### config.mk
export PLATFORM = sky130hd
export DESIGN_NAME = sram_bank_arbiter
export DESIGN_NICKNAME = d
export VERILOG_FILES = /design/src/rtl/sram_arb_pkg.sv /design/src/rtl/rr_arbiter.sv /design/src/rtl/sram_bank_arbiter.sv
export SDC_FILE = /design/constraint.sdc
export NUM_CORES = 1
export LEC_CHECK = 0
export BUFFER_PORTS_ARGS = -buffer_cell sky130_fd_sc_hd__buf_2
export CAP_MARGIN = 20
export CORE_AREA = 2 2 53 55
export CTS_BUF_LIST = sky130_fd_sc_hd__clkbuf_4
export CTS_CLUSTER_SIZE = 28
export DETAILED_ROUTE_END_ITERATION = 8
export DIE_AREA = 0 0 55 57
export GPL_TIMING_DRIVEN = 0
export HOLD_SLACK_MARGIN = 0.12
export PLACE_DENSITY = 0.93
export SLEW_MARGIN = 20
export SYNTH_ARGS = -nofsm -noshare
export SYNTH_HDL_FRONTEND = slang
export SYNTH_SLANG_ARGS = --single-unit
export TNS_END_PERCENT = 30
### constraint.sdc
create_clock -name CLK -period 2.1 [get_ports CLK]
set_clock_uncertainty 0.2 [all_clocks]
set_input_delay 0.315 -clock CLK [delete_from_list [all_inputs] [get_ports CLK]]
set_output_delay 0.315 -clock CLK [all_outputs]
set_load 0.01 [all_outputs]
### src/rtl/sram_arb_pkg.sv
// Shared types and default sizing for the SRAM bank arbiter.
package sram_arb_pkg;

  typedef enum logic {
    INIT,
    RUN
  } arb_state_t;

  localparam int DEF_NUM_REQ    = 2;
  localparam int DEF_ADDR_WIDTH = 13;
  localparam int DEF_DATA_WIDTH = 16;
  localparam int DEF_MEM_DEPTH  = 6144;

  // Requester index is stored binary in the tag, so up to 256 requesters.
  localparam int TAG_ID_W = 8;

  typedef struct packed {
    logic                vld;
    logic [TAG_ID_W-1:0] id;
    logic                err;
  } rsp_tag_t;

endpackage

### src/rtl/rr_arbiter.sv
// Round-robin grant over NUM_REQ requesters; the pointer moves past the winner only on a grant.
module rr_arbiter #(
  parameter int NUM_REQ = 2,
  parameter int IDX_W   = (NUM_REQ > 1) ? $clog2(NUM_REQ) : 1
) (
  input  logic               CLK,
  input  logic               RST,
  input  logic               i_en,
  input  logic [NUM_REQ-1:0] i_valid,
  output logic [NUM_REQ-1:0] o_grant,
  output logic [IDX_W-1:0]   o_idx,
  output logic               o_any
);

  logic [IDX_W-1:0] r_ptr;

  // First pass looks at or above the pointer, second pass wraps to the bottom.
  always_comb begin
    o_grant = '0;
    o_idx   = '0;
    o_any   = 1'b0;
    for (int i = 0; i < NUM_REQ; i++) begin
      if (i_en && !o_any && i_valid[i] && (IDX_W'(i) >= r_ptr)) begin
        o_any      = 1'b1;
        o_idx      = IDX_W'(i);
        o_grant[i] = 1'b1;
      end
    end
    for (int i = 0; i < NUM_REQ; i++) begin
      if (i_en && !o_any && i_valid[i]) begin
        o_any      = 1'b1;
        o_idx      = IDX_W'(i);
        o_grant[i] = 1'b1;
      end
    end
  end

  always_ff @(posedge CLK) begin
    if (RST) begin
      r_ptr <= '0;
    end else if (o_any) begin
      r_ptr <= (o_idx == IDX_W'(NUM_REQ - 1)) ? '0 : o_idx + IDX_W'(1);
    end
  end

endmodule

### src/rtl/sram_bank_arbiter.sv
// Arbitrates NUM_REQ requesters onto one single-port SRAM and routes read responses back.
// Define SRAM_ARB_INIT_EN to compile in the post-reset zero-fill sweep (INIT state).
module sram_bank_arbiter
  import sram_arb_pkg::*;
#(
  parameter int NUM_REQ    = DEF_NUM_REQ,
  parameter int ADDR_WIDTH = DEF_ADDR_WIDTH,
  parameter int DATA_WIDTH = DEF_DATA_WIDTH,
  parameter int MEM_DEPTH  = DEF_MEM_DEPTH
) (
  input  logic                          CLK,
  input  logic                          RST,
  input  logic [NUM_REQ-1:0]            req_valid,
  output logic [NUM_REQ-1:0]            req_ready,
  input  logic [NUM_REQ-1:0]            req_we,
  input  logic [NUM_REQ*ADDR_WIDTH-1:0] req_addr,
  input  logic [NUM_REQ*DATA_WIDTH-1:0] req_wdata,
  output logic [NUM_REQ-1:0]            rsp_valid,
  output logic [DATA_WIDTH-1:0]         rsp_data,
  output logic                          rsp_err,
  output logic                          init_done,
  output logic [ADDR_WIDTH-1:0]         mem_A,
  output logic                          mem_CEB,
  output logic                          mem_WEB,
  output logic [DATA_WIDTH-1:0]         mem_D,
  input  logic [DATA_WIDTH-1:0]         mem_Q
);

  localparam int IDX_W = (NUM_REQ > 1) ? $clog2(NUM_REQ) : 1;
  localparam logic [ADDR_WIDTH:0] DEPTH_L = (ADDR_WIDTH + 1)'(MEM_DEPTH);

  arb_state_t              w_state;
  logic [ADDR_WIDTH-1:0]   w_sweep_a;
  logic                    w_en;
  logic                    w_any;
  logic [NUM_REQ-1:0]      w_grant;
  logic [IDX_W-1:0]        w_idx;
  logic [ADDR_WIDTH-1:0]   w_addr;
  logic [DATA_WIDTH-1:0]   w_wdata;
  logic                    w_we;
  logic                    w_in_range;
  rsp_tag_t                r_tag;

`ifdef SRAM_ARB_INIT_EN
  arb_state_t            r_state;
  arb_state_t            w_state_nxt;
  logic [ADDR_WIDTH-1:0] r_cnt;

  always_ff @(posedge CLK) begin
    if (RST) begin
      r_state <= INIT;
      r_cnt   <= '0;
    end else begin
      r_state <= w_state_nxt;
      r_cnt   <= (r_state == INIT) ? r_cnt + ADDR_WIDTH'(1) : '0;
    end
  end

  always_comb begin
    w_state_nxt = r_state;
    if (r_state == INIT && r_cnt == ADDR_WIDTH'(MEM_DEPTH - 1)) begin
      w_state_nxt = RUN;
    end
  end

  assign w_state   = r_state;
  assign w_sweep_a = r_cnt;
`else
  assign w_state   = RUN;
  assign w_sweep_a = '0;
`endif

  assign w_en      = (w_state == RUN) && !RST;
  assign init_done = (w_state == RUN);
  assign req_ready = w_grant;

  rr_arbiter #(
    .NUM_REQ (NUM_REQ),
    .IDX_W   (IDX_W)
  ) u_rr_arbiter (
    .CLK     (CLK),
    .RST     (RST),
    .i_en    (w_en),
    .i_valid (req_valid),
    .o_grant (w_grant),
    .o_idx   (w_idx),
    .o_any   (w_any)
  );

  always_comb begin
    w_addr  = '0;
    w_wdata = '0;
    w_we    = 1'b0;
    for (int i = 0; i < NUM_REQ; i++) begin
      if (w_grant[i]) begin
        w_addr  = req_addr[i*ADDR_WIDTH +: ADDR_WIDTH];
        w_wdata = req_wdata[i*DATA_WIDTH +: DATA_WIDTH];
        w_we    = req_we[i];
      end
    end
  end

  assign w_in_range = ({1'b0, w_addr} < DEPTH_L);

  // Out-of-range accesses are accepted but never reach the macro.
  always_comb begin
    mem_CEB = 1'b1;
    mem_WEB = 1'b1;
    mem_A   = '0;
    mem_D   = '0;
    if (!RST) begin
      if (w_state == INIT) begin
        mem_CEB = 1'b0;
        mem_WEB = 1'b0;
        mem_A   = w_sweep_a;
      end else if (w_any) begin
        mem_CEB = !w_in_range;
        mem_WEB = !w_we;
        mem_A   = w_addr;
        mem_D   = w_wdata;
      end
    end
  end

  always_ff @(posedge CLK) begin
    if (RST) begin
      r_tag <= '0;
    end else begin
      r_tag.vld <= w_any && !w_we;
      r_tag.id  <= TAG_ID_W'(w_idx);
      r_tag.err <= !w_in_range;
    end
  end

  // Memory holds Q across writes, so the tag alone qualifies mem_Q one cycle later.
  always_comb begin
    rsp_valid = '0;
    rsp_err   = 1'b0;
    rsp_data  = '0;
    if (r_tag.vld && !RST) begin
      for (int i = 0; i < NUM_REQ; i++) begin
        if (r_tag.id == TAG_ID_W'(i)) rsp_valid[i] = 1'b1;
      end
      rsp_err  = r_tag.err;
      rsp_data = r_tag.err ? '0 : mem_Q;
    end
  end

endmodule

== After elaboration in Yosys (flattened, before gate mapping) ==
Cells that the tools add are included.

* Add/subtract/negate cells: 1
* $mul: 0
* Div/mod/pow operators: 0
* $lt $le $gt $ge: 3
* Equality and inequality tests: 1
* Shift-type cells: 0
* Muxes and demuxes: 30
* Bitwise operators: 0
* Reduce and logical (&&, ||, !) cells: 18

{| class="wikitable"
|+ Operator list
! cell !! number
|-
| 16-bit 2-to-1 mux || 6
|-
| 13-bit 2-to-1 mux || 4
|-
| 1-bit 2-to-1 mux || 19
|-
| 13-bit less-than comparator, second input constant || 1
|-
| 1-bit logical AND || 11
|-
| 8-bit by 1-bit == test with 1-bit output, second input constant || 1
|-
| 8-bit logical NOT || 1
|-
| 1-bit logical NOT || 6
|-
| 1-bit >= comparator, first input constant || 2
|-
| 2-bit 2-to-1 mux || 1
|-
| 1-bit adder, second input constant || 1
|}

* Flip-flop bits (word level): 11
* Latch bits: 0
* RAM bits: 0
* Memory bits (read-only): 0
* Input port bits: 80
* Output and inout bits: 53
* Word-level logic and storage cells: 58
* Memories kept: 0

== Depth between registers and ports, before layout ==
Gate-level depths: netlist (run 1).

* Depth after elaboration: 22
* Mapped depth: 6
* Mapped depth without buffers: 3

== By module ==
From an unflattened synthesis (run 1), not the netlist that was laid out.

* Cell total of the unflattened synthesis: 148
* Area, all modules: 899.6 um^2

{| class="wikitable"
|+ By module, submodules not included
! module !! times used !! cells each !! area each (um^2) !! sequential area each (um^2)
|-
| sram_bank_arbiter || 1 || 137 || 824.5 || 60.1
|-
| rr_arbiter || 1 || 11 || 75.1 || 20.0
|}

== Worst setup path after synthesis (run 1) ==
No wires, ideal clock.

* Path type: in2out
* Start: input port RST
* End: output port mem_A[0]
* Arrival time: 1.135 ns
* Data required time: 1.585 ns
* Path slack: 0.450 ns
* Cell stages on the path: 6
* Buffers on the path: 3
* Cells stage by stage: buf_2 > inv_1 > and2_4 > buf_6 > buf_6 > a22o_1

* Cells in the longest elaborated chain, start to end: 20
* Elaborated cells between the ends (all ways): 24
* Those cells by class: mux: 11; reduce/logical: 13

{| class="wikitable"
|+ Ends and longest elaborated chain
! element !! RTL line !! text
|-
| start: declaration || sram_bank_arbiter.sv:12 || <nowiki>input logic RST,</nowiki>
|-
| 1-bit logical NOT || sram_bank_arbiter.sv:73 || <nowiki>assign w_en = (w_state == RUN) && !RST;</nowiki>
|-
| 1-bit logical AND (2 in a row) || rr_arbiter.sv:23 || <nowiki>if (i_en && !o_any && i_valid[i] && (IDX_W'(i) >= r_ptr)) begin</nowiki>
|-
| 1-bit 2-to-1 mux || rr_arbiter.sv:23 ||
|-
| 1-bit logical NOT || rr_arbiter.sv:23 ||
|-
| 1-bit logical AND (3 in a row) || rr_arbiter.sv:23 ||
|-
| 1-bit 2-to-1 mux || rr_arbiter.sv:23 ||
|-
| 1-bit logical NOT || rr_arbiter.sv:30 || <nowiki>if (i_en && !o_any && i_valid[i]) begin</nowiki>
|-
| 1-bit logical AND (2 in a row) || rr_arbiter.sv:30 ||
|-
| 1-bit 2-to-1 mux || rr_arbiter.sv:30 ||
|-
| 1-bit logical NOT || rr_arbiter.sv:30 ||
|-
| 1-bit logical AND (2 in a row) || rr_arbiter.sv:30 ||
|-
| 1-bit 2-to-1 mux || rr_arbiter.sv:30 ||
|-
| 13-bit 2-to-1 mux || sram_bank_arbiter.sv:95 || <nowiki>if (w_grant[i]) begin</nowiki>
|-
| 13-bit 2-to-1 mux || sram_bank_arbiter.sv:116 || <nowiki>end else if (w_any) begin</nowiki>
|-
| 13-bit 2-to-1 mux * || sram_bank_arbiter.sv:111 || <nowiki>if (!RST) begin</nowiki>
|-
| end: declaration || sram_bank_arbiter.sv:22 || <nowiki>output logic [ADDR_WIDTH-1:0] mem_A,</nowiki>
|}

Mark *: on every way between the ends. The rest lies on a longest branch, timed or not.

== Final worst setup path (run 1) ==
* Start: register u_rr_arbiter.r_ptr
* End: output port mem_A[0]

* Cells in the longest elaborated chain, start to end: 19
* Elaborated cells between the ends (all ways): 24
* Those cells by class: order compare: 2; mux: 11; reduce/logical: 11

{| class="wikitable"
|+ Ends and longest elaborated chain
! element !! RTL line !! text
|-
| start: declaration || rr_arbiter.sv:15 || <nowiki>logic [IDX_W-1:0] r_ptr;</nowiki>
|-
| start signal: assignment || rr_arbiter.sv:42 || <nowiki>r_ptr <= (o_idx == IDX_W'(NUM_REQ - 1)) ? '0 : o_idx + IDX_W'(1);</nowiki>
|-
| 1-bit >= comparator || rr_arbiter.sv:23 ||
|-
| 1-bit logical AND || rr_arbiter.sv:23 ||
|-
| 1-bit 2-to-1 mux || rr_arbiter.sv:23 ||
|-
| 1-bit logical NOT || rr_arbiter.sv:23 ||
|-
| 1-bit logical AND (3 in a row) || rr_arbiter.sv:23 ||
|-
| 1-bit 2-to-1 mux || rr_arbiter.sv:23 ||
|-
| 1-bit logical NOT || rr_arbiter.sv:30 ||
|-
| 1-bit logical AND (2 in a row) || rr_arbiter.sv:30 ||
|-
| 1-bit 2-to-1 mux || rr_arbiter.sv:30 ||
|-
| 1-bit logical NOT || rr_arbiter.sv:30 ||
|-
| 1-bit logical AND (2 in a row) || rr_arbiter.sv:30 ||
|-
| 1-bit 2-to-1 mux || rr_arbiter.sv:30 ||
|-
| 13-bit 2-to-1 mux || sram_bank_arbiter.sv:95 ||
|-
| 13-bit 2-to-1 mux * || sram_bank_arbiter.sv:116 ||
|-
| 13-bit 2-to-1 mux * || sram_bank_arbiter.sv:111 ||
|}

Marked as above.

==> summary.txt, run 1 <==
Power and ir drop
  • Power consumption: 0.417 mW
  • LEAKAGE: between 0.8 and 0.9 nW
  • Part of the power in combinational logic: 57.9%
  • Sw Ratio: approximately a third
  • Int Pwr: 0.279 mW
  • Peak supply drop: 0.000218 V
  • Flop pwr share: 20.1%
  • Pwr per Cell Area: slightly above 300 mW/mm²
  • Sw Pwr: 0.138 mW
  • Clk network pwr share: 21.9%

Layout
  • Diode count: 0
  • Layout cell share with drive strength beyond 1: about 69%
  • Non-Filler Instances: between 200 and 250
  • Layout area overhead: 110%
  • Fillcell total: about 290
  • Final Util: 52.1%
  • Final nets: just under 300

Synth
  • Most numerous cell in the Yosys netlist: a22o_1
  • Post-synth EDFFs: 0
  • Adder-cell share of the synthesized area: 0%
  • Mux contribution to synthesized area: 0%
  • Share of the synthesized area in the top cell type: 36.4%
  • Cell accounting for the most synthesized area: a22o_1
  • FF+latch count, synth: 4
  • Cell Area, Synth: 649 µm²
  • Largest family of logic cells by synthesized area: compound AO/OA/AOI/OAI gates
  • Avg Inst Size Synth: about 7.9 µm²
  • Mapped Cells: roughly 80
  • Async SR Flop Fraction: 0%
  • Synth cell types: 26
  • Most area-consuming cells after synthesis: a22o_1 (36%), and2_1 (15%), dfxtp_1 (12%)
  • Most used DFF post-synth: dfxtp_1
  • XOR/XNOR share of the synthesized area: 0%
  • Synth top cells by count: a22o_1 (27), and2_1 (16), dfxtp_1 (4)
  • Synth warn: 0
  • Seq/Total Area, Yosys: about an eighth
  • Synth Area in Simple Gates: 30.4%
  • Synth Area in Compound Gates: between 40 and 50%
  • Synthesized Nets: roughly 160

Global route
  • Total Routing Usage GR: between 10% and 20%
  • Vias in the first global route: roughly 940
  • Largest net degree at the start of global routing: 11
  • Total gr overflow: 0
  • First-pass GRT wire length: 3520 µm
  • Initial antenna violation count: 0

Critical path
  • Worst EP arrival: ~1500 ps
  • Reg2Reg Setup Slack: 850 ps
  • Critical Path RT: between 1500 and 2000 ps
  • Worst-path fanout max: 10
  • Kind of critical path: flop to output port
  • CP Launch Type: flop
  • Setup crit end kind: output port

Min path
  • Tightest Hold Check Type: input pin to flop

Clocking
  • Longest Clk Path Bufs: 2
  • TritonCTS clock tree: done
  • CTS HTree Levels: 1
  • Post-CTS Setup Repair Bufs: 0
  • Clk Tree Root Cell: clkbuf_4
  • CTS sink count: 4
  • Clock slew at reported path FFs: around 40 ps
  • Post-CTS Hold Fix Bufs: 0
  • Post-cts sizing count: 0
  • Clock Latency Late Sink: roughly 230 ps
  • CTS Buf Count: 3

Die
  • Die ar.: 0.00314 mm²
  • Core box area: 0.00262 mm²
  • Initial Util: 24.8%
  • Die Span Y: ~57 µm
  • Num ports: approximately 130
  • Num rows: 19
  • Die width: 55 µm

Place
  • Setup WS pre-CTS: around 230 ps
  • Placer Congestion: roughly 0.83
  • Dpl cells: ~240
  • Post-DP HPWL: between 2000 and 2500 µm
  • IO buf count: 130

Route
  • Drt drc: 0
  • Antenna viol nets, final: 0
  • Initial drt markers: 8
  • Routed length on met3: roughly 330 µm
  • Routed via count: around 1100
  • Wire length on met1: 875 µm
  • Top Metal Used: met4
  • WL/cell: 10.5 µm
  • 1st-pass router iterations: 4
  • DRT Wirelength: 2570 µm
  • DR vias/cell: 4.67
  • Met2 WL post-DR: ~1300 µm

STA
  • Minimum clock period: approximately 2000 ps
  • Slew Limit Fails: 0
  • Final hold vios: 0
  • PnR worst setup slack: 119 ps
  • Fmax: between 500 and 600 MHz
  • RSZ-0062 raised after global routing: false
  • Post-route setup TNS: 0 ps
  • Final setup fails: 0
  • Period utilization: 94.4%

Job
  • Max cap viols: 0

Outcome
  • Outcome: complete, no violations
power by group through the flow:
stage	sequential (mW)	combinational (mW)	clock, mW
CTS	0.0841	0.245	0.0953
detailed placement	0.0851	0.245	0
floorplan	0.0845	0.118	0
global placement	0.0849	0.241	0
finish	0.0841	0.242	0.0915
global route	0.0848	0.268	0.104
state kept, by name (all words and copies together) (netlist names):
signal and cells:
r_tag 3, u_rr_arbiter.r_ptr 1
worst max-delay path: stages (launching register included):
cell	delay, ps
dfxtp_1	330
nor2b_2	170
nor3_2	60
buf_4	170
buf_6	140
a22o_1	220
buf_2	140
final cells by class:
cell class,count,area (µm²),area share [%]
multi-input combinational,67,493,36.2
buffer,9,68.8,5.06
timing repair buffer,130,651,47.8
tap,31,38.8,2.85
inverter,2,7.51,0.551
clock buffer,3,22.5,1.65
sequential,4,80.1,5.88
cell usage in the layout, fill, tap and decap left out, drive strengths merged, types with 2 or more instances in the layout:
| cell type | instances |
|---|---|
| nor3 | 3 |
| a21oi | 2 |
| and3 | 2 |
| buf | 138 |
| inv | 2 |
| dfxtp | 4 |
| clkbuf | 4 |
| a22o | 27 |
| and2 | 17 |
| a32oi | 2 |
| nand2b | 2 |
| nor2 | 4 |
final timing paths:
check / from / to / cells after the start
min reg2reg: u_rr_arbiter.r_ptr / u_rr_arbiter.r_ptr / 2
min: RST / u_rr_arbiter.r_ptr / 2
max reg2reg: u_rr_arbiter.r_ptr / r_tag[0] / 3
max: u_rr_arbiter.r_ptr / mem_A[0] / 6
per-stage QoR:
stage / hold WS (ps) / instance area [µm²]
2_1_floorplan: 264 / 649
3_3_place_gp: 294 / 1340
3_5_place_dp: 302 / 1340
4_1_cts: 156 / 1360
5_1_grt: 165 / 1360
6_report: 160 / 1360
layer usage:
| layer | vias to the layer above | track usage, % |
|---|---|---|
| li1 | 576 | - |
| met1 | 500 | 14.7 |
| met2 | 71 | 28.2 |
| met3 | 2 | 1.05 |
| met4 | 0 | 6.97 |
| met5 | - | 0 |
kinds of logic (layout without fill, tap and decap cells):
kind of cell	after synthesis	in the layout
AND/OR/NAND/NOR	32	32
other	1	1
flip-flops	4	4
AO/OA/AOI/OAI	34	34
buffers and inverters	11	144
Power figures use the tool's default switching activity.
==> run 2, diff against run 1 <==
- CORE_AREA: 2 2 53 55 -> unset
- CORE_ASPECT_RATIO: unset -> 1.75
- CORE_UTILIZATION: unset -> 23
- DIE_AREA: 0 0 55 57 -> unset
- PLACE_DENSITY: 0.93 -> 0.89
- clock period: 2.1 -> 1.61 ns (I/O delays scaled with it)
==> summary.txt, run 2 (same netlist as run 1, synthesis figures left out) <==
Outcome
  • Outcome: finished with violations
  • Failing checks: setup timing

Layout
  • Top flop regs: r_tag (3), u_rr_arbiter.r_ptr (1)
  • Layout area overhead: 135%
  • Commonest cells after routing, fill and taps aside: buf_2 (130), a22o_1 (27), and2_1 (16), buf_6 (8), buf_4 (6)
  • Fillcell total: between 200 and 300
  • Post-layout instance area: about 0.0015 mm²
  • Final Util: between 50% and 60%
  • Commonest non-fill, non-tap cell in the layout: buf_2
  • Diode count: 0
  • Final nets: 308
  • Layout cell share with drive strength beyond 1: just over 70%
  • Max FFs per register: 3
  • Largest Register: r_tag

Clocking
  • CTS HTree Levels: 1
  • Clk Tree Root Cell: clkbuf_4
  • TritonCTS clock tree: done
  • Longest Clk Path Bufs: 2
  • CTS Buf Count: 3
  • Clock slew at reported path FFs: 40 ps
  • Clock Latency Late Sink: ~230 ps
  • CTS sink count: 4

Critical path
  • CP max stage cell: dfxtp_4
  • Critical Path RT: roughly 1200 ps
  • CP Launch Type: flop
  • WP buf/inv: 3
  • CP Cell Sequence: a21boi_2 > and2_4 > buf_8 > buf_6 > a22o_1 > buf_2
  • Setup crit end kind: output port
  • Max incr delay on CP: roughly 350 ps
  • Worst EP arrival: around 1400 ps
  • Kind of critical path: flop to output port
  • Cell family with most CP delay: buffers and inverters
  • Worst-path fanout max: 11

Power and ir drop
  • Peak supply drop: between 0.0003 and 0.0004 V
  • Pwr per Cell Area: 391 mW/mm²
  • LEAKAGE: 0.961 nW

Min path
  • Tightest Hold Check Type: input pin to flop

Global route
  • Largest net degree at the start of global routing: 12
  • Vias in the first global route: around 1100
  • Total gr overflow: 0
  • Total Routing Usage GR: about a fifth
  • Initial antenna violation count: 0
  • First-pass GRT wire length: about 4700 µm

Die
  • Num ports: between 100 and 150
  • Die ar.: just over 0.003 mm²
  • Die Span Y: approximately 72 µm
  • Core box area: approximately 0.0027 mm²
  • Initial Util: about a quarter
  • Num rows: 25
  • Die width: between 40 and 50 µm

Route
  • 1st-pass router iterations: 4
  • Antenna viol nets, final: 0
  • Drt drc: 0
  • DRT Wirelength: approximately 3200 µm
  • Routed via count: 1204
  • DR vias/cell: about 4.8
  • WL/cell: 12.6 µm
  • Initial drt markers: 18

STA
  • PnR worst setup slack: -238 ps
  • Post-route setup TNS: -5960 ps
  • Fmax: approximately 540 MHz
  • Final setup fails: 33
  • RSZ-0062 raised after global routing: true
  • Period utilization: 115%
  • Minimum clock period: approximately 1800 ps
  • Min Hold Slack: 165 ps
  • Final hold vios: 0
  • Slew Limit Fails: 0

Place
  • Setup WS pre-CTS: -161 ps
  • Post-DP HPWL: around 2600 µm
  • IO buf count: 130
  • Placer Congestion: just over 0.7
  • Placed cell area: between 0.001 and 0.0015 mm²

Job
  • Max cap viols: 0
[run 2: changes by cell type in the layout (fill, tap and decap cells not counted), sizes merged]
cell	before	now
buf	138	146
dlygate4sd3	0	3
[run 2: worst min-delay path: cells and delay by family]
family | cells | cell delay (ps)
buf+inv | 2 | 240
simple gates | 1 | 60
[run 2: final timing paths]
check                                         from                  to  slack, ps  cells after the start
worst min register to register  u_rr_arbiter.r_ptr  u_rr_arbiter.r_ptr        310                      2
worst min-delay path                  req_valid[1]            r_tag[1]        170                      3
worst max-delay path            u_rr_arbiter.r_ptr            mem_D[2]       -240                      6
worst max register to register  u_rr_arbiter.r_ptr            r_tag[9]        320                      4
[run 2: area by class of cell]
class	instances	area, µm²	share of cell area, %
well taps	27	33.8	2.21
repair buffers	141	762	49.9
multi-input cells	67	524	34.3
clock buffers	3	22.5	1.48
plain buffers	9	91.3	5.98
inverters	2	7.51	0.492
flip-flops and latches	4	85.1	5.57
[run 2: power breakdown]
group          switching, mW  internal [mW]
logic                  0.156          0.208
registers            0.00604          0.106
clock network         0.0386         0.0832
[run 2: what timing repair did]
| action | 4_1_cts | 5_1_grt |
|---|---|---|
| buffers inserted | 6 | 0 |
| gates cloned | 1 | 1 |
| gates resized for setup | 14 | 8 |
| hold endpoints to repair | 4 | 0 |
| hold buffers | 3 | 0 |
| endpoints found under the setup margin | 43 | 43 |
| pin swaps | 11 | 5 |
[run 2: routing by layer]
| layer | wire, µm | GRT usage, % | part of all wire [%] |
|---|---|---|---|
| met2 | 1690 | 36.6 | 53 |
| met3 | 471 | 9.70 | 15 |
| met4 | 29 | 4.51 | 0.91 |
| met1 | 991 | 16.3 | 31 |
| met5 | 0 | 0 | 0 |
[run 2: through the flow]
step                total power, mW  cells
global route                  0.635    253
detailed placement            0.432    239
global placement              0.426    239
CTS                           0.592    252
finish                        0.597    253
floorplan                     0.264     82
